File: src/rtl/adma_data_fifo_pkg.sv
// Shared constants for the ADMA data FIFO: default geometry, watermarks
// and the bit positions of the FIFO errors in the host error status register.
package adma_data_fifo_pkg;

    localparam int ADMA_DATA_WIDTH      = 32;
    localparam int ADMA_FIFO_DEPTH_LOG2 = 4;
    localparam int ADMA_AFULL_LVL       = 12;
    localparam int ADMA_AEMPTY_LVL      = 4;

    // Error status register bit indices driven from the sticky FIFO flags.
    localparam int ADMA_ERR_FIFO_OVERFLOW_BIT  = 0;
    localparam int ADMA_ERR_FIFO_UNDERFLOW_BIT = 1;

endpackage

File: src/rtl/adma_data_fifo_mem.sv
// Register file backing the ADMA data FIFO: synchronous write, asynchronous read.
// Contents are deliberately not reset.
module adma_data_fifo_mem #(
    parameter int DATA_WIDTH = 32,
    parameter int ADDR_WIDTH = 4
) (
    input  logic                  CLK,
    input  logic                  we,
    input  logic [ADDR_WIDTH-1:0] waddr,
    input  logic [DATA_WIDTH-1:0] wdata,
    input  logic [ADDR_WIDTH-1:0] raddr,
    output logic [DATA_WIDTH-1:0] rdata
);

    logic [DATA_WIDTH-1:0] mem [2**ADDR_WIDTH];

    // Store the incoming word in the addressed slot.
    always_ff @(posedge CLK) begin
        if (we) begin
            mem[waddr] <= wdata;
        end
    end

    assign rdata = mem[raddr];

endmodule

File: src/rtl/adma_data_fifo.sv
// Synchronous first-word-fall-through data FIFO between the ADMA engine and
// the SD data-line (de)serializer. Pointers wrap naturally at the depth;
// a separate level counter drives all status flags. Overflow/underflow are
// sticky until clear_errors.
//
// Handshake: there is no backpressure. A push happens on fifo_write when
// the FIFO is not full or is popped in the same cycle; a pop happens on
// fifo_read when the FIFO is not empty. Requests that cannot be honoured
// are dropped and recorded in the sticky error flags.
module adma_data_fifo
    import adma_data_fifo_pkg::*;
#(
    parameter int DATA_WIDTH = ADMA_DATA_WIDTH,
    parameter int DEPTH_LOG2 = ADMA_FIFO_DEPTH_LOG2,
    parameter int AFULL_LVL  = ADMA_AFULL_LVL,
    parameter int AEMPTY_LVL = ADMA_AEMPTY_LVL
) (
    input  logic                  CLK,
    input  logic                  RESET,
    input  logic                  fifo_write,
    input  logic [DATA_WIDTH-1:0] data_in,
    input  logic                  fifo_read,
    output logic [DATA_WIDTH-1:0] data_out,
    output logic                  fifo_full,
    output logic                  fifo_empty,
    output logic                  almost_full,
    output logic                  almost_empty,
    output logic [DEPTH_LOG2:0]   level,
    output logic                  overflow,
    output logic                  underflow,
    input  logic                  flush,
    input  logic                  clear_errors
);

    localparam int LW = DEPTH_LOG2 + 1;
    localparam logic [LW-1:0] DEPTH_L  = LW'(2 ** DEPTH_LOG2);
    localparam logic [LW-1:0] AFULL_L  = LW'(AFULL_LVL);
    localparam logic [LW-1:0] AEMPTY_L = LW'(AEMPTY_LVL);

    logic [DEPTH_LOG2-1:0] wr_ptr, wr_ptr_next;
    logic [DEPTH_LOG2-1:0] rd_ptr, rd_ptr_next;
    logic [LW-1:0]         level_q, level_next;
    logic                  overflow_q, overflow_next;
    logic                  underflow_q, underflow_next;

    logic                  wr_accept;
    logic                  rd_accept;
    logic                  overflow_set;
    logic                  underflow_set;
    logic                  mem_we;
    logic [DATA_WIDTH-1:0] mem_rdata;

    // Status flags are pure decodes of the level counter.
    assign fifo_full    = (level_q == DEPTH_L);
    assign fifo_empty   = (level_q == '0);
    assign almost_full  = (level_q >= AFULL_L);
    assign almost_empty = (level_q <= AEMPTY_L);
    assign level        = level_q;
    assign overflow     = overflow_q;
    assign underflow    = underflow_q;

    // A push into a full FIFO is legal when a pop frees the head slot this cycle.
    assign wr_accept     = fifo_write && (!fifo_full || fifo_read);
    assign rd_accept     = fifo_read && !fifo_empty;
    // Requests swallowed by a flush are discarded, not reported as errors.
    assign overflow_set  = !flush && fifo_write && fifo_full && !fifo_read;
    assign underflow_set = !flush && fifo_read && fifo_empty;

    assign mem_we   = wr_accept && !flush && !RESET;
    assign data_out = fifo_empty ? '0 : mem_rdata;

    adma_data_fifo_mem #(
        .DATA_WIDTH (DATA_WIDTH),
        .ADDR_WIDTH (DEPTH_LOG2)
    ) u_mem (
        .CLK   (CLK),
        .we    (mem_we),
        .waddr (wr_ptr),
        .wdata (data_in),
        .raddr (rd_ptr),
        .rdata (mem_rdata)
    );

    // Next-state for pointers, level and sticky errors; flush overrides push/pop.
    always_comb begin
        wr_ptr_next    = wr_ptr;
        rd_ptr_next    = rd_ptr;
        level_next     = level_q;
        overflow_next  = (overflow_q && !clear_errors) || overflow_set;
        underflow_next = (underflow_q && !clear_errors) || underflow_set;
        if (flush) begin
            wr_ptr_next = '0;
            rd_ptr_next = '0;
            level_next  = '0;
        end else begin
            if (wr_accept) begin
                wr_ptr_next = wr_ptr + DEPTH_LOG2'(1);
            end
            if (rd_accept) begin
                rd_ptr_next = rd_ptr + DEPTH_LOG2'(1);
            end
            if (wr_accept && !rd_accept) begin
                level_next = level_q + LW'(1);
            end else if (rd_accept && !wr_accept) begin
                level_next = level_q - LW'(1);
            end
        end
    end

    // State register with synchronous active-high reset.
    always_ff @(posedge CLK) begin
        if (RESET) begin
            wr_ptr      <= '0;
            rd_ptr      <= '0;
            level_q     <= '0;
            overflow_q  <= 1'b0;
            underflow_q <= 1'b0;
        end else begin
            wr_ptr      <= wr_ptr_next;
            rd_ptr      <= rd_ptr_next;
            level_q     <= level_next;
            overflow_q  <= overflow_next;
            underflow_q <= underflow_next;
        end
    end

endmodule

File: config.mk
export PLATFORM = sky130hd
export DESIGN_NAME = adma_data_fifo
export DESIGN_NICKNAME = d
export VERILOG_FILES = /design/src/rtl/adma_data_fifo_pkg.sv /design/src/rtl/adma_data_fifo_mem.sv /design/src/rtl/adma_data_fifo.sv
export SDC_FILE = /design/constraint.sdc
export NUM_CORES = 1
export LEC_CHECK = 0
export ABC_AREA = 1
export CAP_MARGIN = 20
export CELL_PAD_IN_SITES_DETAIL_PLACEMENT = 1
export CELL_PAD_IN_SITES_GLOBAL_PLACEMENT = 2
export CORE_MARGIN = 5
export CORE_UTILIZATION = 30
export CTS_CLUSTER_DIAMETER = 40
export DETAILED_ROUTE_END_ITERATION = 12
export HOLD_SLACK_MARGIN = 0.03
export PLACE_DENSITY_LB_ADDON = 0.1
export SYNTH_ARGS = -nofsm -noshare
export SYNTH_HDL_FRONTEND = slang
export SYNTH_SLANG_ARGS = --single-unit
export TNS_END_PERCENT = 1
File: constraint.sdc
create_clock -name CLK -period 6.4 [get_ports CLK]
set_input_delay 1.28 -clock CLK [delete_from_list [all_inputs] [get_ports CLK]]
set_output_delay 1.28 -clock CLK [all_outputs]
set_load 0.03 [all_outputs]
Yosys cells after proc, flatten, opt, wreduce, memory -nomap -nowiden
Memories as Yosys holds them, arrays and structs flattened. A register that Yosys moved wholly into a read port is not among the register bits.
Cells that the tools add are included.
{"block": "classes", "add_sub_neg": 4, "magnitude_cmp": 2, "n_eq_ne": 1, "muxes": 7, "reduce_logical": 27}
{"op": "$mux 32", "count": 1}
{"op": "$logic_and 1x1->1", "count": 13}
{"op": "$mux 5", "count": 2}
{"op": "$add 4x1->4 const B", "count": 2}
{"op": "$logic_not 1->1", "count": 8}
{"op": "$mux 4", "count": 2}
{"op": "$add 5x1->5 const B", "count": 1}
{"op": "$eq 5x5->1 const B", "count": 1}
{"op": "$ge 5x4->1 const B", "count": 1}
{"op": "$le 5x3->1 const B", "count": 1}
{"op": "$logic_not 5->1", "count": 1}
{"op": "$sub 5x1->5 const B", "count": 1}
{"op": "$logic_or 1x1->1", "count": 3}
{"op": "$mux 1", "count": 2}
{"op": "$reduce_bool 2->1", "count": 1}
{"op": "$reduce_or 2->1", "count": 1}
{"block": "word_totals", "ff_bits": 15, "mem_bits_rw": 512, "input_bits": 38, "n_memories": 1}
{"name": "u_mem.mem", "depth": 16, "width": 32, "read_ports": 1, "rd_ports_with_merged_regs": 1, "wr": 1, "line": "adma_data_fifo_mem.sv:15", "text": "logic [DATA_WIDTH-1:0] mem [2**ADDR_WIDTH];"}

Depth between registers and ports, before layout
Gate-level depths: netlist of run 1.
{"block": "depth", "depth_word": 8, "ltp_mapped": 14, "mapped_depth_nobuf": 14}

Cells and area by module
A second synthesis of run 1 with hierarchy kept.
{"block": "hier_totals", "cells_unflattened": 2286, "area_unflattened_um2": 23279.8}
{"module": "adma_data_fifo_mem", "instances": 1, "cells_per_inst": 2088, "area_per_inst_um2": 22089.9, "seq_area_each_um2": 15374.7}
{"module": "adma_data_fifo", "instances": 1, "cells_per_inst": 198, "area_per_inst_um2": 1189.9, "seq_area_each_um2": 300.3}

Worst setup path after synthesis of run 1
OpenSTA, ideal clock, no wires.
{"block": "synth_timing", "path_kind": "in2reg", "startpoint": "input flush", "endpoint": "memory u_mem.mem[10][0], enable pin", "t_arrival_ns": 3.268, "path_slack_ns": 2.711, "cell_stages": 4, "n_path_buf": 1, "path_cell_list": "nor2_1 > clkbuf_1 > nand3_1 > nor2_1"}
{"block": "synth_between", "elab_chain_cells": 5}
{"element": "start, declared", "line": "adma_data_fifo.sv:31", "text": "input logic flush,"}
{"element": "$logic_not 1->1", "line": "adma_data_fifo.sv:69", "text": "assign mem_we = wr_accept && !flush && !RESET;"}
{"element": "$logic_and 1x1->1 (2 in series)", "line": "adma_data_fifo.sv:69"}
{"element": "$mux 1", "line": "adma_data_fifo_mem.sv:19", "text": "if (we) begin"}
{"element": "$mux 1 (implied by the code)", "line": "adma_data_fifo_mem.sv:20", "text": "mem[waddr] <= wdata;"}
{"element": "end, declared", "line": "adma_data_fifo_mem.sv:15"}
No other way between the ends.

==> summary.md, run 1 <==
### Clock network
• source-to-sink clock delay at the later pin of the worst-skew pair: 0.64 ns
• clock-pin slew on the worst setup and hold paths: 0.05 ns
• total number of H-tree levels: 3
• TritonCTS clock tree: yes
• clock tree buffer depth: 3
• number of buffers created by CTS: 104
• total setup buffers inserted after CTS: 0
• quantity of gates resized following cts: 0
• clock sink total: 531
• clk root buf: sky130_fd_sc_hd__clkbuf_16
• CTS Hold Buffers Added: 0

### Critical path
• category of the worst setup path launch point: flip-flop
• maximum fanout along the worst path: 67
• data arrival time of the worst path: 4.01 ns
• Crit path required time: 5.12 ns
• Worst setup EP type: primary output
• start-to-end type of the worst setup path: flip-flop to primary output
• beginning of the worst register-to-register path: level[2]$_SDFFE_PP0P_

### Synthesis
• Yosys warning count: 0
• Synth Net Count: 1,879
• Post-Syn Area: 21,700 um^2
• dominant synthesized flop cell: sky130_fd_sc_hd__edfxtp_1
• synthesized area divided by synthesized cell count: 11.8 um^2
• area fraction of the dominant cell type after synthesis: 0.710
• sequential cell area fraction in the yosys report: 0.727
• Synth async-reset ratio: 0
• number of different library cells in the post-synthesis netlist: 25
• dominant cells by area after synthesis: sky130_fd_sc_hd__edfxtp_1 (71%), sky130_fd_sc_hd__nand2_1 (12%), sky130_fd_sc_hd__nand3_1 (9.1%)
• largest area contributor in the synthesized netlist: sky130_fd_sc_hd__edfxtp_1
• most common cell in the synthesized netlist: sky130_fd_sc_hd__nand2_1
• number of enable flip-flop cells after synthesis: 512
• Yosys reg bits: 531
• number of cells produced by synthesis: 1,830
• top cells by count, synth: sky130_fd_sc_hd__nand2_1 (666), sky130_fd_sc_hd__edfxtp_1 (512), sky130_fd_sc_hd__nand3_1 (394)

### STA
• worst hold slack across all endpoints: 0.478 ns
• max_slew headroom: 0.272
• period utilisation layout: 0.826
• clock period minus final worst setup slack: 5.29 ns
• TNS Setup: 0 ns
• total count of hold-check failures in the final report: 0
• Setup violations, final: 0
• RSZ-0062 raised after global routing: no
• Fin Clk Skew: 0.0143 ns
• Slew @ Worst Pin: 1.09 ns
• max-slew violation total from the final report: 0
• Max Clk Rate: 0.189 GHz

### Power and ir drop
• power density normalized to cell area: 379 nW/um^2
• leakage power of the design: 9.55 nW
• worst vdd rail ir drop: 221 uV

### Cells and area
• Diodes inserted: 0
• growth of design area from synthesis to finish: 24.0%
• Final Non-Filler Cells: 2,977
• nets: 1,989
• fraction of layout instances using a drive strength above 1: 0.114

### Global route
• pin count of the biggest net entering global routing: 177
• vias in the first global route: 15,300
• global-route wire length before repair: 99,700 um
• final global-route overflow total: 0
• global-route usage over all layers: 0.168
• number of antenna violations at the first check in global routing: 0

### Flow run
• Max Cap Violations: 0

### Floorplan
• Die Width: 279 um
• die extent in y: 279 um
• number of top-level pins: 81
• initial core utilization: 0.302
• number of cell rows: 98
• standard cell core area: 71,600 um^2
• Total Die Area: 77,700 um^2

### Routing
• sum of routed wire length over all layers: 66,400 um
• post-detailed-route via-to-cell ratio: 4.80
• first drt pass iteration count: 5
• total vias in the final route: 14,300
• detailed-route wire length per cell: 22.3 um
• drt drc: 0
• number of nets with antenna violations after routing: 0
• number of design-rule violations left by the first detailed-router iteration: 793

### Place
• number of buffers inserted by port buffering: 80
• HPWL reported at the end of detailed placement: 36,700 um
• Cell Count Post-Placement: 2,784
• Final Wtd Congestion: 0.704

### Worst hold path
• origin of the worst min-delay path: rd_ptr[2]$_SDFFE_PP0P_
• path category of the worst min-delay check: flip-flop to flip-flop

### Run status
• outcome: finished clean

-- area by class of cell --
type                    instances  area [um^2]
clock buffers                 111         2650
clock inverters                82          853
fillers                      7664        44700
inverters                      28          121
multi-input cells            1162         5190
flip-flops and latches        531        15800
well taps                     950         1190
repair buffers                113         1100
-- layer usage --
| layer | GRT usage | wire, um |
|---|---|---|
| met1 | 0.226 | 30700 |
| met2 | 0.282 | 32000 |
| met3 | 0.0316 | 2460 |
| met4 | 0.0465 | 1310 |
| met5 | 0 | 0 |
-- worst max-delay path, cell delays in order (launching register included) --
cell	delay, ns
sky130_fd_sc_hd__dfxtp_4	0.90
sky130_fd_sc_hd__inv_4	0.54
sky130_fd_sc_hd__buf_4	0.44
sky130_fd_sc_hd__nand3_1	0.13
sky130_fd_sc_hd__nand3_1	0.09
sky130_fd_sc_hd__nand2_1	0.17
sky130_fd_sc_hd__nand2_1	0.07
sky130_fd_sc_hd__a21oi_1	0.24
sky130_fd_sc_hd__clkdlybuf4s50_1	0.71
-- power by group --
part           internal (mW)  total [mW]  leakage (nW)  switching (mW)
registers               3.84        3.87          4.76          0.0311
logic                  0.277       0.909          3.11           0.632
clock network           3.50        5.39          1.68            1.90
total                   7.61        10.2          9.55            2.56
-- final timing paths --
path / depth (start not counted) / end / slack (ns)
max: 8 / data_out[23] / 1.11
min: 2 / flip-flop / 0.48
max reg2reg: 7 / u_mem.mem[3][2]$_DFFE_PP_ / 3.40
min reg2reg: 2 / flip-flop / 0.48
-- metrics by stage --
stage	setup slack, ns	area, um^2	utilization	total power, mW
3_5_place_dp	1.64	23400	0.326	4.86
2_1_floorplan	2.71	21700	-	4.47
3_3_place_gp	1.64	23300	0.326	4.86
4_1_cts	0.947	26900	0.375	10.3
5_1_grt	0.840	26900	0.375	10.6
6_report	1.11	26900	0.375	10.2
-- cell usage in the layout, fill, tap and decap left out, drive strengths merged, types with 3 or more instances in the layout --
master / n
buf: 33
clkinvlp: 15
clkinv: 43
xor2: 3
edfxtp: 512
bufinv: 12
nor2: 26
nand2: 666
clkbuf: 111
inv: 40
ha: 10
nand3: 394
clkdlybuf4s50: 80
dfxtp: 19
o21ai: 10
a21oi: 46
-- flip-flops by register name, summed over array words and instances (netlist names), named ones only --
name and flops:
u_mem.mem 512, wr_ptr 4, overflow 1, level 5, underflow 1, rd_ptr 4
-- kinds of logic after synthesis --
kind of cell    synth area share
compound gates            0.0137
xor+xnor                 0.00202
fa+ha+maj                0.00670
buf+inv                   0.0388
flops                      0.727
simple gates               0.211
Note: power is estimated with default switching activity, not from simulation.
==> run 2: changes to the inputs <==
Clock period 6.4 ns to 5 ns, I/O delays scaled along.
==> summary.md, run 2 (synthesis results as in run 1) <==
### Critical path
• buffers plus inverters on the worst setup path: 3, unchanged
• Crit path required time: 4.00 ns, -1.12 ns
• slack of the worst reg-to-reg path: 2.31 ns, -1.09 ns
• category of the worst setup path launch point: flip-flop
• kind of cell with the highest combined delay on the critical path: buffers and inverters
• max incr delay on CP: 0.77 ns, -0.13 ns
• capturing point of the worst reg2reg path: u_mem.mem[10][14]$_DFFE_PP_
• data arrival time of the worst path: 3.62 ns, -0.39 ns
• start-to-end type of the worst setup path: flip-flop to primary output
• Worst setup EP type: primary output
• maximum fanout along the worst path: 78, +16%
• Cell Chain, Critical Path: buf_12 -> buf_4 -> nand2_1 -> nand3_1 -> nand3_1 -> nand2_1 -> nand2_1 -> a21oi_1 -> clkdlybuf4s50_1
• cell count of the worst reg-to-reg path: 7, unchanged
• critical path's slowest cell: sky130_fd_sc_hd__clkdlybuf4s50_1
• beginning of the worst register-to-register path: level[2]$_SDFFE_PP0P_
• cell mode on critical path: sky130_fd_sc_hd__nand2_1

### STA
• clock period minus final worst setup slack: 4.62 ns
• Slew @ Worst Pin: 0.916 ns, -0.176 ns
• max_slew headroom: 0.389, +0.117
• max-slew violation total from the final report: 0, unchanged
• Fin Clk Skew: 0.0277 ns, +0.0134 ns
• TNS Setup: 0 ns, unchanged
• smallest setup slack after layout: 0.375 ns, -0.736 ns
• Setup violations, final: 0, unchanged
• total count of hold-check failures in the final report: 0, unchanged
• RSZ-0062 raised after global routing: no
• period utilisation layout: 0.925
• Max Clk Rate: 0.216 GHz

### Cells and area
• Reg with most FFs: u_mem.mem
• most common library cell in the layout ignoring fill and taps: sky130_fd_sc_hd__nand2_1
• Layout fillers: 7,632, -0.42%
• growth of design area from synthesis to finish: 24.6%
• most frequent cells in the layout: sky130_fd_sc_hd__nand2_1 (666), sky130_fd_sc_hd__edfxtp_1 (512), sky130_fd_sc_hd__nand3_1 (394)
• number of flip-flops in the largest register: 512, unchanged
• Final Core Density: 0.377, +0.00163
• Non-Filler Cell Area, Final: 27,000 um^2, +0.43%
• fraction of layout instances using a drive strength above 1: 0.115, +0.000704
• nets: 2,001, +0.60%

### Clock network
• source-to-sink clock delay at the later pin of the worst-skew pair: 0.64 ns, about the same
• total setup buffers inserted after CTS: 0, unchanged
• quantity of gates resized following cts: 0, unchanged
• number of buffers created by CTS: 100, -3.8%
• clk root buf: sky130_fd_sc_hd__clkbuf_16
• CTS Hold Buffers Added: 0, unchanged
• clock sink total: 531, unchanged
• total number of H-tree levels: 3, unchanged
• TritonCTS clock tree: yes
• clock tree buffer depth: 3, unchanged
• clock-pin slew on the worst setup and hold paths: 0.05 ns, about the same

### Power and ir drop
• leakage power of the design: 9.62 nW, +0.75%
• share of total power in combinational logic: 0.093, +0.004
• Flop pwr share: 0.385, +0.005
• power density normalized to cell area: 475 nW/um^2, +26%
• worst vdd rail ir drop: 262 uV, +18%
• switching power as a share of total power: 0.246, -0.00578
• reported net switching power: 3.15 mW, +23%
• Clk pwr share: 0.522, -0.008
• internal power: 9.67 mW, +27%

### Global route
• vias in the first global route: 15,200, -0.62%
• global-route usage over all layers: 0.175, +0.00676
• pin count of the biggest net entering global routing: 129, -27%
• number of antenna violations at the first check in global routing: 2, +2
• global-route wire length before repair: 102,000 um, +2.7%
• final global-route overflow total: 0, unchanged

### Floorplan
• standard cell core area: 71,600 um^2, unchanged
• Die Width: 279 um, unchanged
• Total Die Area: 77,700 um^2, unchanged
• initial core utilization: 0.302, unchanged
• die extent in y: 279 um, unchanged
• number of cell rows: 98, unchanged
• number of top-level pins: 81, unchanged

### Flow run
• Max Cap Violations: 0, unchanged

### Place
• placed inst area: 23,600 um^2, +1.1%
• Final Wtd Congestion: 0.720, +2.3%
• number of buffers inserted by port buffering: 80, unchanged
• HPWL reported at the end of detailed placement: 35,600 um, -3.0%
• placement-stage worst setup slack: 1.02 ns, -0.617 ns

### Worst hold path
• path category of the worst min-delay check: flip-flop to flip-flop
• Min-Delay Endpoint: underflow$_SDFF_PP0_
• worst hold path depth: 2, unchanged
• origin of the worst min-delay path: underflow$_SDFF_PP0_

### Routing
• number of nets with antenna violations after routing: 0, unchanged
• sum of routed wire length over all layers: 69,000 um, +3.8%
• first drt pass iteration count: 4, -1
• detailed-route wire length per cell: 23.1 um, +3.6%
• post-detailed-route via-to-cell ratio: 4.83, +0.57%
• total vias in the final route: 14,400, +0.77%
• drt drc: 0, unchanged
• number of design-rule violations left by the first detailed-router iteration: 838, +5.7%

### Run status
• outcome: finished clean

==> run 2: final cells by class <==
| cell class | count | area [um^2] | area share |
|---|---|---|---|
| multi-input combinational | 1162 | 5190 | 0.192 |
| antenna | 1 | 2.50 | 0.0000927 |
| sequential | 531 | 15800 | 0.584 |
| clock buffer | 113 | 2590 | 0.0961 |
| inverter | 28 | 116 | 0.00431 |
| clock inverter | 69 | 758 | 0.0281 |
| timing repair buffer | 129 | 1370 | 0.0507 |
| tap | 950 | 1190 | 0.0441 |
==> run 2: how the worst max path moves through the flow <==
stage	start	end	slack, ns	cells past startpoint
2_1_floorplan	flush	u_mem.mem[10][0]$_DFFE_PP_	1.59	4
3_3_place_gp	flip-flop	data_out[9]	0.98	9
3_5_place_dp	flip-flop	data_out[9]	1.02	9
4_1_cts	flip-flop	data_out[9]	0.31	9
5_1_grt	flip-flop	data_out[9]	0.16	9
6_report	flip-flop	data_out[9]	0.38	9
==> run 2: power groups by stage <==
| stage | combinational, mW | sequential, mW | clock, mW |
|---|---|---|---|
| finish | 1.19 | 4.93 | 6.70 |
| global route | 1.31 | 4.93 | 7.08 |
| CTS | 1.23 | 4.93 | 6.87 |
| detailed placement | 1.22 | 5.02 | 0 |
| global placement | 1.22 | 5.02 | 0 |
| floorplan | 0.704 | 5.02 | 0 |
==> run 2: stage by stage <==
stage          std cells  hold slack, ns  total power, mW
4_1_cts             2982           0.475             13.0
3_5_place_dp        2800           0.464             6.24
6_report            2983           0.473             12.8
3_3_place_gp        2800           0.454             6.24
2_1_floorplan       1830           0.447             5.72
5_1_grt             2982           0.505             13.3
==> run 2: layer usage <==
layer  global-route usage  share of wire  vias up
li1                     -              -     6704
met3               0.0291          0.035       99
met2                0.288           0.47      249
met5                    0        0.00015        -
met1                0.244           0.47     7360
met4               0.0453          0.018        2
==> run 2: worst register-to-register path, cell delays in order (launching register included) <==
cell                      delay [ns]
sky130_fd_sc_hd__dfxtp_1        0.43
sky130_fd_sc_hd__nor2_1         0.11
sky130_fd_sc_hd__nand4_1        0.13
sky130_fd_sc_hd__nand2_1        0.20
sky130_fd_sc_hd__inv_1          0.29
sky130_fd_sc_hd__nand2_1        0.32
sky130_fd_sc_hd__nor2_4         0.59
sky130_fd_sc_hd__buf_12         0.30
==> run 3: changes to the inputs <==
Settings changed: ABC_CLOCK_PERIOD_IN_PS set to 5000.
==> results of run 3 <==
Same layout as run 2: the final DEF is identical, and so are final timing and power.
